<file path="src/rtl/mem_access_unit.sv">
// mem_access_unit: MEM-stage load/store engine on a req/ack data port.
// Optional feature macro MISALIGN_TRAP_EN traps misaligned H/W accesses.
module mem_access_unit #(
    parameter int MAX_WAIT = 16,
    parameter int CNT_W    = 5
) (
    input  logic        clk,
    input  logic        rst,
    input  logic        MemRead,
    input  logic        MemWrite,
    input  logic [2:0]  MEM_funct3,
    input  logic [31:0] MEM_alu_out,
    input  logic [31:0] MEM_forward_rs2_data,
    output logic        mem_stall,
    output logic [31:0] MEM_load_data,
    output logic        mem_timeout,
`ifdef MISALIGN_TRAP_EN
    output logic        mem_misalign,
`endif
    output logic        dm_req,
    output logic        dm_we,
    output logic [31:0] dm_addr,
    output logic [3:0]  dm_wstrb,
    output logic [31:0] dm_wdata,
    input  logic [31:0] dm_rdata,
    input  logic        dm_ack
);

    typedef enum logic [1:0] {IDLE, BUSY, DONE} state_t;

    localparam logic [CNT_W-1:0] LAST = CNT_W'(MAX_WAIT - 1);

    state_t           state;
    state_t           state_nxt;
    logic [CNT_W-1:0] cnt;
    logic             timeout_q;
    logic [1:0]       off;
    logic             access;
    logic             is_byte;
    logic             is_half;
    logic             misal;
    logic             expire;
    logic [3:0]       wstrb_w;
    logic [31:0]      wdata_w;
    logic [31:0]      ext;
    logic [7:0]       lane_b;
    logic [15:0]      lane_h;
`ifdef MISALIGN_TRAP_EN
    logic             misal_q;
`endif

    assign off     = MEM_alu_out[1:0];
    assign access  = MemRead | MemWrite;
    assign is_byte = (MEM_funct3[1:0] == 2'b00);
    assign is_half = (MEM_funct3[1:0] == 2'b01);
    assign expire  = (cnt == LAST);
    assign lane_b  = dm_rdata[{off, 3'b000} +: 8];
    assign lane_h  = dm_rdata[{off[1], 4'b0000} +: 16];

`ifdef MISALIGN_TRAP_EN
    assign misal = (is_half & off[0]) |
                   (~is_byte & ~is_half & (off != 2'b00));
`else
    assign misal = 1'b0;
`endif

    // Byte strobes and lane-replicated store data.
    always_comb begin
        wstrb_w = 4'b1111;
        wdata_w = MEM_forward_rs2_data;
        unique case (1'b1)
            is_byte: begin
                wstrb_w = 4'b0001 << off;
                wdata_w = {4{MEM_forward_rs2_data[7:0]}};
            end
            is_half: begin
                wstrb_w = 4'b0011 << {off[1], 1'b0};
                wdata_w = {2{MEM_forward_rs2_data[15:0]}};
            end
            default: ;
        endcase
    end

    // Load lane selection with sign/zero extension.
    always_comb begin
        ext = dm_rdata;
        unique case (1'b1)
            is_byte: ext = MEM_funct3[2] ? {24'b0, lane_b}
                                         : {{24{lane_b[7]}}, lane_b};
            is_half: ext = MEM_funct3[2] ? {16'b0, lane_h}
                                         : {{16{lane_h[15]}}, lane_h};
            default: ;
        endcase
    end

    // Next state, request and stall; all forced low while in reset.
    always_comb begin
        state_nxt = state;
        mem_stall = 1'b0;
        dm_req    = 1'b0;
        unique case (state)
            IDLE: begin
                if (access) begin
                    if (misal) begin
                        state_nxt = DONE;
                    end else begin
                        dm_req    = 1'b1;
                        mem_stall = 1'b1;
                        state_nxt = BUSY;
                    end
                end
            end
            BUSY: begin
                dm_req    = 1'b1;
                mem_stall = 1'b1;
                if (dm_ack || expire) state_nxt = DONE;
            end
            DONE:    state_nxt = IDLE;
            default: state_nxt = IDLE;
        endcase
        if (!rst) begin
            dm_req    = 1'b0;
            mem_stall = 1'b0;
        end
    end

    assign dm_we       = dm_req & MemWrite;
    assign dm_wstrb    = dm_we ? wstrb_w : 4'b0000;
    assign dm_addr     = {MEM_alu_out[31:2], 2'b00};
    assign dm_wdata    = wdata_w;
    assign mem_timeout = timeout_q;
`ifdef MISALIGN_TRAP_EN
    assign mem_misalign = misal_q;
`endif

    // State register.
    always_ff @(posedge clk or negedge rst) begin
        if (!rst) state <= IDLE;
        else      state <= state_nxt;
    end

    // Wait counter, load result and one-cycle status pulses.
    always_ff @(posedge clk or negedge rst) begin
        if (!rst) begin
            cnt           <= '0;
            MEM_load_data <= '0;
            timeout_q     <= 1'b0;
`ifdef MISALIGN_TRAP_EN
            misal_q       <= 1'b0;
`endif
        end else begin
            timeout_q <= 1'b0;
`ifdef MISALIGN_TRAP_EN
            misal_q   <= 1'b0;
`endif
            unique case (state)
                IDLE: begin
                    cnt <= '0;
                    if (access && misal) begin
                        MEM_load_data <= '0;
`ifdef MISALIGN_TRAP_EN
                        misal_q       <= 1'b1;
`endif
                    end
                end
                BUSY: begin
                    if (dm_ack) begin
                        MEM_load_data <= MemWrite ? 32'h0 : ext;
                    end else if (expire) begin
                        MEM_load_data <= '0;
                        timeout_q     <= 1'b1;
                    end else begin
                        cnt <= cnt + 1'b1;
                    end
                end
                DONE:    cnt <= '0;
                default: cnt <= '0;
            endcase
        end
    end

endmodule
</file>
<file path="config.mk">
export PLATFORM = sky130hd
export DESIGN_NAME = mem_access_unit
export DESIGN_NICKNAME = d
export VERILOG_FILES = /design/src/rtl/mem_access_unit.sv
export SDC_FILE = /design/constraint.sdc
export NUM_CORES = 1
export LEC_CHECK = 0
export CAP_MARGIN = 20
export CORE_MARGIN = 3
export CORE_UTILIZATION = 35
export DETAILED_ROUTE_END_ITERATION = 8
export PLACE_DENSITY = 0.89
export SLEW_MARGIN = 10
export SYNTH_ARGS = -nofsm -noshare
export SYNTH_HDL_FRONTEND = slang
export SYNTH_SLANG_ARGS = --single-unit
</file>
<file path="constraint.sdc">
create_clock -name clk -period 2.6 [get_ports clk]
set_input_delay 0.65 -clock clk [delete_from_list [all_inputs] [get_ports clk]]
set_output_delay 0.65 -clock clk [all_outputs]
set_load 0.01 [all_outputs]
</file>
Yosys cells after proc, flatten, opt, wreduce, memory -nomap -nowiden:

Index checks and enable logic that the tools add are counted.

* flip-flop bits (word level): 40
* bits of input ports: 104

* reduce and logical (&&, ||, !) cells: 7
* add/sub/neg operators: 1
* bitwise operators: 2
* eq/ne operators: 7
* muxes and demuxes: 21
* shift operators: 4

Operators by type and width (count)
* $mux W32: 5
* $pmux W32 S2: 2
* $shiftx A32 B6 Y16: 1
* $shiftx A32 B6 Y8: 1
* $mux W5: 3
* $ne A2 B2 Y1 const B: 4
* $pmux W4 S2: 1
* $reduce_and A2 Y1: 3
* $add A5 B1 Y5 const B: 1
* $eq A5 B4 Y1 const B: 1
* $mux W1: 5
* $eq A2 B1 Y1 const B: 2
* $logic_not A2 Y1: 2
* $mux W2: 2
* $mux W4: 1
* $pmux W2 S2: 1
* $shl A1 B2 Y4 const A: 1
* $shl A2 B2 Y4 const A: 1
* $pmux W1 S2: 1
* $reduce_bool A2 Y1: 1
* $and A1 B1 Y1: 1
* $logic_or A1 B1 Y1: 1
* $or A1 B1 Y1: 1

Depth between registers and ports, before layout:

* depth after elaboration: 6
* mapped depth: 9

Worst setup path after synthesis:

No wires, ideal clock.

* path kind: in2out
* start: input port MEM_funct3[1]
* end: output port dm_wstrb[2]
* setup slack: 222 ps
* required time: 1950 ps
* arrival time: 1728 ps
* cell stages on the path: 5
* buffers on the path: 3
* cells stage by stage: clkbuf_1 -> clkbuf_1 -> clkbuf_1 -> a21oi_1 -> nor2_1

* cells in the longest elaborated chain, start to end: 3
* elaborated cells on any way between the ends: 4

Ends and longest elaborated chain
* start: declaration: RTL line 11 `input logic [2:0] MEM_funct3,`
* $eq A2 B1 Y1 or $logic_not A2 Y1 (tied branches): RTL line 55, 54
* $pmux W4 S2 *: RTL line 71 `unique case (1'b1)`
* $mux W4 *: RTL line 128 `assign dm_wstrb = dm_we ? wstrb_w : 4'b0000;`
* end: declaration: RTL line 23 `output logic [3:0] dm_wstrb,`

Every way passes the cells marked *; elsewhere a longest branch is shown, timed or not.

Worst setup path in the final report:

* start: input port MEM_funct3[1]
* end: output port dm_wdata[18]

* cells in the longest elaborated chain, start to end: 2
* elaborated cells on any way between the ends: 3

Ends and longest elaborated chain
* $eq A2 B1 Y1 or $logic_not A2 Y1 (tied branches): RTL line 55, 54
* $pmux W32 S2 *: RTL line 71
* end: declaration: RTL line 24 `output logic [31:0] dm_wdata,`

Marks and branches as above.

==> flow_summary.yaml <==
yosys:
  synth_edf_count: 0
  ys.flop_type: "dfrtp_1"
  synth_compound_area_share_pct: 21.4
  synth_cell_type_count: 42
  ys_seq_area_share_pct: 34.5
  syn_avg_cell_area_um2: 9.21
  netlist_area_um2: 2900
  synthXorXnorAreaFrac_pct: 0.906
  synth_top_family_by_area: "compound AO/OA/AOI/OAI gates"
  synth-async-reset-ratio_pct: 100
  synthCells: 315
  yosys.area_share.simple_pct: 14.4
  synth.area.mux_share_pct: 12.4
  synth_seq_cells: 40
  synthAdderAreaFrac_pct: 0.863
  yosys_warnings: 0
critical_path:
  setup.worst_path.start_class: "primary input"
  cp.required_ns: 1.95
  end_kind: "output port"
  crit_arrival_ns: 1.90
  worstSetupPathType: "in -> out"
  crit_fanout: 13
placed_design:
  place_congestion: 0.859
  dpl.cell_count: 525
  dp_hpwl_um: 7850
  port_buffers: 145
  placed_area_um2: 4290
cells_and_area:
  nNetsFinal: 539
  syn_to_final_growth_pct: 52.0
  n_antenna_cell: 0
  final_common_cell: "clkdlybuf4s50_1"
  stdcell_area_um2: 4410
  layout_common_cells: "clkdlybuf4s50_1, nand2_1, dfrtp_1"
  drive_gt1_share_pct: 15.2
  fin_cells: 536
timing:
  whs_ns: 0.155
  fin_setup_tns_ns: 0
  hold_violations: 0
  setup_viol: 0
  fmax_mhz: 392
  slew_violations: 0
  grt_setup_unrepaired: "false"
  fin_skew_ns: 0.00523
  post-route-period-util_pct: 98.0
  fin_crit_ns: 2.55
power_and_ir_drop:
  ir_drop_mv: 0.358
  switchingPower_mw: 0.823
  p_sw_share_pct: 32.0
  p_per_area_nw_per_um2: 583
  combPwrFrac_pct: 44.2
  leakagePower_nw: 1.97
  total_power_mw: 2.57
  clkPwrFrac_pct: 19.7
  internal-power_mw: 1.75
  seq_power_share_pct: 36.2
grt:
  grt_pass1_vias: 3046
  grt_usage_pct: 21.4
  grt.overflow.total: 0
  grt_pass1_wl_um: 16300
  grt_antenna_before_repair: 0
  grt_start_max_net_pins: 39
outcome:
  status: "finished clean"
route:
  drc: 0
  drtIter0Drc: 263
  routed_via_density: 5.51
  wl_um: 10200
  num_vias: 2954
  wl_per_cell_um: 19.1
  ant_nets: 0
  dr.pass1.iters: 4
job:
  max-cap-violations: 0
clock_network:
  cts_buffer_depth: 2
  holdBufCountCts: 0
  cts_htree_levels: 2
  cts_buffers: 5
  clk_latency_ns: 0.30
  cts_root_buf: "clkbuf_8"
  clock-sinks: 40
  clkTransAtPathRegs_ns: 0.07
  cts_tree: "done"
floorplan:
  start_util_pct: 36.8
  die_x_um: 97.0
  die-area_um2: 9410
  row_count: 32
  die_h_um: 97.0
  core_area_um2: 7890
  io_pins: 208
worst_hold_path:
  hold_path.class: "in -> async"
## cell type report
type                            count  area (µm²)
Multi-Input combinational cell    204        1470
Clock buffer                        6        72.6
Clock inverter                      2        35.0
Sequential cell                    40        1000
Timing Repair Buffer              176        1680
Fill cell                         665        3480
Tap cell                          102         128
Inverter                            6        22.5
## flip-flops by register name, summed over array words and instances, names as in the netlist
name / cells
MEM_load_data: 32
cnt: 5
state: 2
mem_timeout: 1
## stage by stage
stage / setup slack (ns) / utilization [%]
2_1_floorplan: 0.222 / -
3_3_place_gp: -0.266 / 54.4
3_5_place_dp: -0.329 / 54.4
4_1_cts: -0.0543 / 55.8
5_1_grt: 0.0169 / 55.9
6_report: 0.0509 / 55.9
## synth_stat cells (4+ instances only)
cell	number	area [µm²]
a221o_1	23	230
a31oi_1	7	43.8
o221ai_1	8	70.1
a21oi_1	5	25.0
mux2_2	8	90.1
buf_2	4	20.0
o21ai_0	25	125
nand2_1	51	191
mux2i_1	9	90.1
dfrtp_1	40	1000
nor2_1	16	60.1
o22a_1	8	70.1
and2b_1	4	30.0
buf_4	41	308
mux4_2	8	180
inv_1	6	22.5
clkbuf_1	17	63.8
## final timing paths
kind | cells past startpoint | slack, ns | from | end
setup / recovery | 4 | 0.05 | MEM_funct3[1] | dm_wdata[18]
hold / removal | 1 | 0.15 | rst | mem_timeout
setup reg to reg | 7 | 0.52 | cnt[0] | MEM_load_data[13]
hold reg to reg | 2 | 0.49 | MEM_load_data[1] | MEM_load_data[1]
max in group asynchronous | 2 | 1.76 | rst | MEM_load_data[16]
min in group clk | 2 | 0.49 | MEM_load_data[1] | MEM_load_data[1]
## cells by family after synthesis
group / count (synthesis)
buffers and inverters: 72
AO/OA/AOI/OAI: 83
adder cells (fa/ha/maj): 2
XOR/XNOR: 3
other: 1
flip-flops: 40
AND/OR/NAND/NOR: 89
multiplexers: 25
## timing repair
action / in CTS / in global routing
cloned: 0 / 0
buffers inserted: 2 / 0
pin swaps: 1 / 1
gates resized for setup: 35 / 8
setup endpoints to repair: 31 / 6
## routing by layer
| layer | share of wire [%] | GRT usage [%] | vias up |
|---|---|---|---|
| met1 | 41 | 28.1 | 1431 |
| met5 | 0 | 0 | - |
| met4 | 2.6 | 7.56 | 0 |
| met2 | 49 | 35.0 | 154 |
| met3 | 7.8 | 4.25 | 34 |
| li1 | - | - | 1335 |
## power groups by stage
stage               Clock, mW  Combinational (mW)  Sequential [mW]
floorplan                   0               0.444            0.985
global placement            0                1.13            0.926
detailed placement          0                1.16            0.930
CTS                     0.515                1.14            0.926
global route            0.537                1.22            0.950
finish                  0.506                1.14            0.929
## worst max-delay path, stage by stage
cell and delay (ns):
clkdlybuf4s15_2 0.24, buf_6 0.17, mux2_2 0.35, clkdlybuf4s50_1 0.49
(Power assumes the default switching activity.)
